### config.mk
export PLATFORM = sky130hd
export DESIGN_NAME = threedeeo_pad_reader
export DESIGN_NICKNAME = d
export VERILOG_FILES = /design/src/rtl/threedeeo_pad_reader.sv
export SDC_FILE = /design/constraint.sdc
export NUM_CORES = 1
export LEC_CHECK = 0
export ABC_AREA = 0
export BUFFER_PORTS_ARGS = -buffer_cell sky130_fd_sc_hd__buf_4
export CAP_MARGIN = 15
export CORE_ASPECT_RATIO = 1.1
export CORE_MARGIN = 2
export CORE_UTILIZATION = 60
export CTS_BUF_LIST = sky130_fd_sc_hd__clkbuf_4
export DETAILED_ROUTE_END_ITERATION = 16
export GPL_TIMING_DRIVEN = 0
export PLACE_DENSITY = 0.89
export SLEW_MARGIN = 20
export SYNTH_ARGS = -nofsm -noshare
export SYNTH_HDL_FRONTEND = slang
export SYNTH_SLANG_ARGS = --single-unit
export TNS_END_PERCENT = 1
### constraint.sdc
create_clock -name system_clock -period 7 [get_ports system_clock]
set_clock_uncertainty 0.1 [all_clocks]
set_input_delay 0.7 -clock system_clock [delete_from_list [all_inputs] [get_ports system_clock]]
set_output_delay 0.7 -clock system_clock [all_outputs]
set_load 0.01 [all_outputs]
### src/rtl/threedeeo_pad_reader.sv
// ---------------------------------------------------------------------------
// threedeeo_pad_reader
//
// Console-side initiator for the 3DO controller serial link. On a start
// request it sends a P/S latch pulse (ps high across one full clock period)
// to the pad. After a short gap it clocks FRAME_CLOCKS data periods. It
// samples the pad's serial data at the end of each high phase, and publishes
// the first NUM_BITS bits as one atomic word with a one-cycle valid strobe.
//
// Ports
//   system_clock  in   sole clock
//   reset_n       in   asynchronous active-low reset
//   start         in   single-cycle frame request, only honoured in IDLE
//   dat           in   serial data from the pad (asynchronous, synchronized)
//   clk           out  pad clock
//   ps            out  P/S latch line
//   buttons       out  last captured word, first bit shifted in at the MSB
//   valid         out  one-cycle pulse when buttons updates
//   busy          out  high from the cycle after start accept through DONE
// ---------------------------------------------------------------------------
module threedeeo_pad_reader #(
  parameter int HALF_CYCLES  = 260,
  parameter int GAP_CYCLES   = 2,
  parameter int FRAME_CLOCKS = 32,
  parameter int NUM_BITS     = 16
) (
  input  logic                system_clock,
  input  logic                reset_n,
  input  logic                start,
  input  logic                dat,
  output logic                clk,
  output logic                ps,
  output logic [NUM_BITS-1:0] buttons,
  output logic                valid,
  output logic                busy
);

  localparam logic [2:0] S_IDLE   = 3'd0;
  localparam logic [2:0] S_LAT_LO = 3'd1;
  localparam logic [2:0] S_LAT_HI = 3'd2;
  localparam logic [2:0] S_GAP    = 3'd3;
  localparam logic [2:0] S_BIT_LO = 3'd4;
  localparam logic [2:0] S_BIT_HI = 3'd5;
  localparam logic [2:0] S_DONE   = 3'd6;

  // The phase counter only ever has to reach the longer of the two phase
  // lengths minus one.
  localparam int CNT_MAX = (HALF_CYCLES > GAP_CYCLES) ? HALF_CYCLES : GAP_CYCLES;
  localparam int CW      = $clog2(CNT_MAX);
  localparam int BW      = $clog2(FRAME_CLOCKS + 1);

  logic [2:0]          state, state_nxt;
  logic [CW-1:0]       cnt;
  logic [BW-1:0]       bit_idx;
  logic [NUM_BITS-1:0] shreg, shreg_nxt;
  logic                dat_meta, dat_sync;
  logic                half_last, gap_last, last_bit, keep_bit, sample;

  // -------------------------------------------------------------------------
  // Phase bookkeeping
  // -------------------------------------------------------------------------
  assign half_last = (cnt == CW'(HALF_CYCLES - 1));
  assign gap_last  = (cnt == CW'(GAP_CYCLES - 1));
  assign last_bit  = (bit_idx == BW'(FRAME_CLOCKS - 1));
  assign keep_bit  = (bit_idx < BW'(NUM_BITS));

  // Sample on the last cycle of the high phase. The pad changes data on the
  // rising edge, so this leaves the most settling time after the synchronizer.
  assign sample    = (state == S_BIT_HI) && half_last;

  always_comb begin
    state_nxt = state;
    case (state)
      S_IDLE:   if (start)     state_nxt = S_LAT_LO;
      S_LAT_LO: if (half_last) state_nxt = S_LAT_HI;
      S_LAT_HI: if (half_last) state_nxt = S_GAP;
      S_GAP:    if (gap_last)  state_nxt = S_BIT_LO;
      S_BIT_LO: if (half_last) state_nxt = S_BIT_HI;
      S_BIT_HI: if (half_last) state_nxt = last_bit ? S_DONE : S_BIT_LO;
      S_DONE:                  state_nxt = S_IDLE;
      default:                 state_nxt = S_IDLE;
    endcase
  end

  // Bits past NUM_BITS (daisy-chain data) are clocked but not kept.
  always_comb begin
    shreg_nxt = shreg;
    if (sample && keep_bit)
      shreg_nxt = (shreg << 1) | NUM_BITS'(dat_sync);
  end

  // -------------------------------------------------------------------------
  // Input synchronizer
  // -------------------------------------------------------------------------
  always_ff @(posedge system_clock or negedge reset_n) begin
    if (!reset_n) begin
      dat_meta <= 1'b0;
      dat_sync <= 1'b0;
    end else begin
      dat_meta <= dat;
      dat_sync <= dat_meta;
    end
  end

  // -------------------------------------------------------------------------
  // State, counters, shift register
  // -------------------------------------------------------------------------
  always_ff @(posedge system_clock or negedge reset_n) begin
    if (!reset_n) begin
      state   <= S_IDLE;
      cnt     <= '0;
      bit_idx <= '0;
      shreg   <= '0;
    end else begin
      state <= state_nxt;

      // Restart the phase counter on every state change; hold it at zero
      // while idle so each frame starts from a known count.
      if ((state_nxt != state) || (state == S_IDLE))
        cnt <= '0;
      else
        cnt <= cnt + 1'b1;

      if ((state == S_IDLE) && start) begin
        bit_idx <= '0;
        shreg   <= '0;
      end else begin
        shreg <= shreg_nxt;
        if (sample)
          bit_idx <= bit_idx + 1'b1;
      end
    end
  end

  // -------------------------------------------------------------------------
  // Registered outputs, decoded from the next state so they line up exactly
  // with the state they belong to and never glitch.
  // -------------------------------------------------------------------------
  always_ff @(posedge system_clock or negedge reset_n) begin
    if (!reset_n) begin
      clk     <= 1'b0;
      ps      <= 1'b0;
      busy    <= 1'b0;
      valid   <= 1'b0;
      buttons <= '0;
    end else begin
      clk   <= (state_nxt == S_LAT_HI) || (state_nxt == S_BIT_HI);
      ps    <= (state_nxt == S_LAT_LO) || (state_nxt == S_LAT_HI);
      busy  <= (state_nxt != S_IDLE);
      valid <= (state_nxt == S_DONE);
      // Load the post-shift value so the final sample is included even when
      // NUM_BITS equals FRAME_CLOCKS.
      if (state_nxt == S_DONE)
        buttons <= shreg_nxt;
    end
  end

endmodule

==> results_dict.tcl <==
set metrics [dict create \
    result_of_the_run "complete, no violations" \
    synth_top_cells_by_count "sky130_fd_sc_hd__dfrtp_1, sky130_fd_sc_hd__nor2_1, sky130_fd_sc_hd__nand2_1, sky130_fd_sc_hd__mux2i_1, sky130_fd_sc_hd__o21ai_0" \
    die_w_um 64.14 \
    setup_total_negative_slack_ps 0 \
    placedInstanceArea_sq_um 2625 \
    critical_path_data_arrival_time_ps 3100 \
    antenna_cells_inserted 0 \
    main_area_contributors_after_synthesis "sky130_fd_sc_hd__dfrtp_1, sky130_fd_sc_hd__mux2i_1, sky130_fd_sc_hd__nor2_1" \
    setup_fix_buffers_added_after_clock_tree_synthesis 0 \
    design.core.area_sq_um 3904 \
    tightestPinTransition_ps 1036 \
    timing_worst_setup_path_type "reg2reg" \
    net_count_of_the_mapped_netlist 233 \
    detail_route.wirelength.met1_mm 1.831 \
    numCtsBuffers 5 \
    finalWorstPathRequiredPeriod_ps 2933 \
    worstReg2RegStart "cnt[2]" \
    syn-instance-count 226 \
    regToRegSetupSlack_ps 4070 \
    reg2regPathDepth 9 \
    drt-vias-per-instance 5.573 \
    die-height_um 70.16 \
    final_area_sq_um 2676 \
    finalHoldViolCount 0 \
    ffs_w_async_s_r_synth_pct 100.0 \
    post-route-drc-count 0 \
    grt_overflow 0 \
    max_cap_violations 0 \
    grtUsageTotal_pct 22.02 \
    cts_resizes 0 \
    synth_ff_type "sky130_fd_sc_hd__dfrtp_1" \
    cp_max_fo 10 \
    yosys_register_bits 56 \
    timing.rr.end "buttons[15]" \
    ys_warn_count 0 \
    floorplan.die_area_sq_um 4500 \
    highest_layer "met4" \
    met3_length_um 151 \
    postLayoutSetupSlackWorst_ps 4067 \
    pre_cts_worst_setup_slack_ps 4086 \
    dr_wl_met2_mm 2.255 \
    synth_seq_area_share_pct 58.70 \
    root_buffer "sky130_fd_sc_hd__clkbuf_4" \
    first_iter_violations 136 \
    final_cell_count_no_fill 309 \
    initial_utilization_pct 61.15 \
    via_count 1722 \
    crit_path_start_kind "flop" \
    synthDistinctLibCells 35 \
    cts.clk_slew.worst_paths_ps 150 \
    drtAntennaViolNets 0 \
    max-slew-margin-rel_pct 29.96 \
    dp_cells 301 \
    syn_area_per_cell_sq_um 10.56 \
    avgRoutedWirePerCell_um 13.92 \
    max_freq_mhz 341.0 \
    grt_max_degree 57 \
    dp_hpwl_mm 3.149 \
    critPathCaptureType "flop" \
    io_buffers 23 \
    gp_congestion 0.8351 \
    drt-total-wl_mm 4.301 \
    dr.pass1.iters 4 \
    wire_length_of_the_first_global_routing_pass_mm 7.603 \
    num_io_pins 24 \
    nNetsFinal 263 \
    netlist_area_sq_um 2387 \
    powerDensity_nw_per_um2 179.8 \
    post-synth-top-area-cell "sky130_fd_sc_hd__dfrtp_1" \
    post-route-period-util_pct 41.90 \
    rsz0062_at_grt "false" \
    flow.area_growth_from_synthesis_pct 12.11 \
    rows 24 \
    cell_with_the_most_instances_after_synthesis "sky130_fd_sc_hd__dfrtp_1" \
    clock_latency_ps 370 \
    clockBufferDepth 2 \
    min_path_type "in2async" \
    p_leak_uw 0.001327 \
    number_of_buffers_added_to_fix_hold_violations_after_cts 0 \
    htree_num_levels 2 \
    peakVddDrop_v 0.0001198 \
    worst_ep_required_time_ps 7160 \
    first_global_vias 1732 \
    final_layout_size_suffix_gt1_share_pct 14.01 \
    synth_enable_flop_cells 0 \
    numClockSinks 56 \
    slew_violations 0 \
    setup_viol_count_final 0 \
    antenna_found_initial 0 \
    cts_tree "yes" \
    synthDominantCellAreaShare_pct 58.70 \
]
==> metal layers <==
metal  global-route usage (%)  up-vias
met5                        0        -
met4                    8.983        0
met3                    5.314        6
met2                    37.38       35
met1                    26.89      854
li1                         -      827
==> layout by cell type (no fill, tap or decap), drive strengths merged <==
| cell | netlist | layout |
|---|---|---|
| ha | 3 | 3 |
| clkinv | 0 | 3 |
| a211o | 1 | 1 |
| a211oi | 1 | 1 |
| or4 | 2 | 2 |
| nand2 | 26 | 26 |
| nor2 | 35 | 35 |
| xnor2 | 7 | 7 |
| nand2b | 1 | 1 |
| or3 | 3 | 3 |
| inv | 6 | 6 |
| nand4b | 2 | 2 |
| nand3 | 6 | 6 |
| nor4 | 1 | 1 |
| clkbuf | 7 | 12 |
| mux2i | 17 | 17 |
| a311o | 1 | 1 |
| a21oi | 4 | 4 |
| buf | 4 | 27 |
| a31oi | 2 | 2 |
| and3 | 2 | 2 |
| or4b | 1 | 1 |
| or3b | 1 | 1 |
| nor2b | 1 | 1 |
| xor2 | 4 | 4 |
| o22ai | 1 | 1 |
| o21ai | 24 | 24 |
| and2 | 1 | 1 |
| nor3 | 3 | 3 |
| or4bb | 1 | 1 |
| o211a | 1 | 1 |
| nor4b | 1 | 1 |
| dfrtp | 56 | 56 |
==> critical path, cell delays in order (launching register included) <==
cell and delay (ps):
sky130_fd_sc_hd__dfrtp_1 450, sky130_fd_sc_hd__or4_1 530, sky130_fd_sc_hd__buf_2 170, sky130_fd_sc_hd__or3_1 380
sky130_fd_sc_hd__buf_2 170, sky130_fd_sc_hd__or3_1 340, sky130_fd_sc_hd__buf_6 160, sky130_fd_sc_hd__buf_8 150
sky130_fd_sc_hd__mux2i_1 280, sky130_fd_sc_hd__o21ai_1 100
==> layout make-up <==
| class | instances | area [sq um] |
|---|---|---|
| timing repair buffer | 23 | 172.7 |
| fill | 302 | 1227 |
| clock inverter | 3 | 13.76 |
| sequential | 56 | 1401 |
| multi-input combinational | 153 | 900.9 |
| clock buffer | 5 | 37.54 |
| tap | 52 | 65.06 |
| buffer | 11 | 62.56 |
| inverter | 6 | 22.52 |
==> power breakdown <==
group	switching, uW	internal [uW]
combinational	11.8	5.36
clock	92.1	37.1
sequential	4.48	331
total	108	373
==> worst max path at each step <==
stage | to | cells past startpoint | slack [ps] | from
after floorplan | buttons[10] | 9 | 4350 | cnt[2]
after global placement | buttons[15] | 9 | 4240 | cnt[2]
after detailed placement | buttons[15] | 9 | 4090 | cnt[2]
after CTS | buttons[15] | 9 | 4070 | cnt[2]
after global routing | buttons[9] | 9 | 3960 | cnt[2]
final | buttons[15] | 9 | 4070 | cnt[2]
==> stage by stage <==
stage,util (%),hold slack (ps),power [uW]
global placement,67.24,236.1,356.8
CTS,68.56,264.1,485.7
floorplan,-,231.2,347.7
global route,68.56,283.9,500.5
detailed placement,67.24,239.5,358.8
finish,68.56,244.7,481.3
==> sequential cells by signal, indices dropped and copies added, names as in the netlist <==
register / flops
buttons: 16
busy: 1
cnt: 9
state: 3
clk: 1
dat_sync: 1
valid: 1
dat_meta: 1
shreg: 16
bit_idx: 6
ps: 1
==> logic make-up after synthesis <==
family | share of synthesized area, %
AO/OA/AOI/OAI | 8.176
XOR/XNOR | 4.036
adder cells (fa/ha/maj) | 1.572
buffers and inverters | 3.564
flip-flops | 58.70
multiplexers | 7.128
AND/OR/NAND/NOR | 16.82
Power figures use the tool's default switching activity.
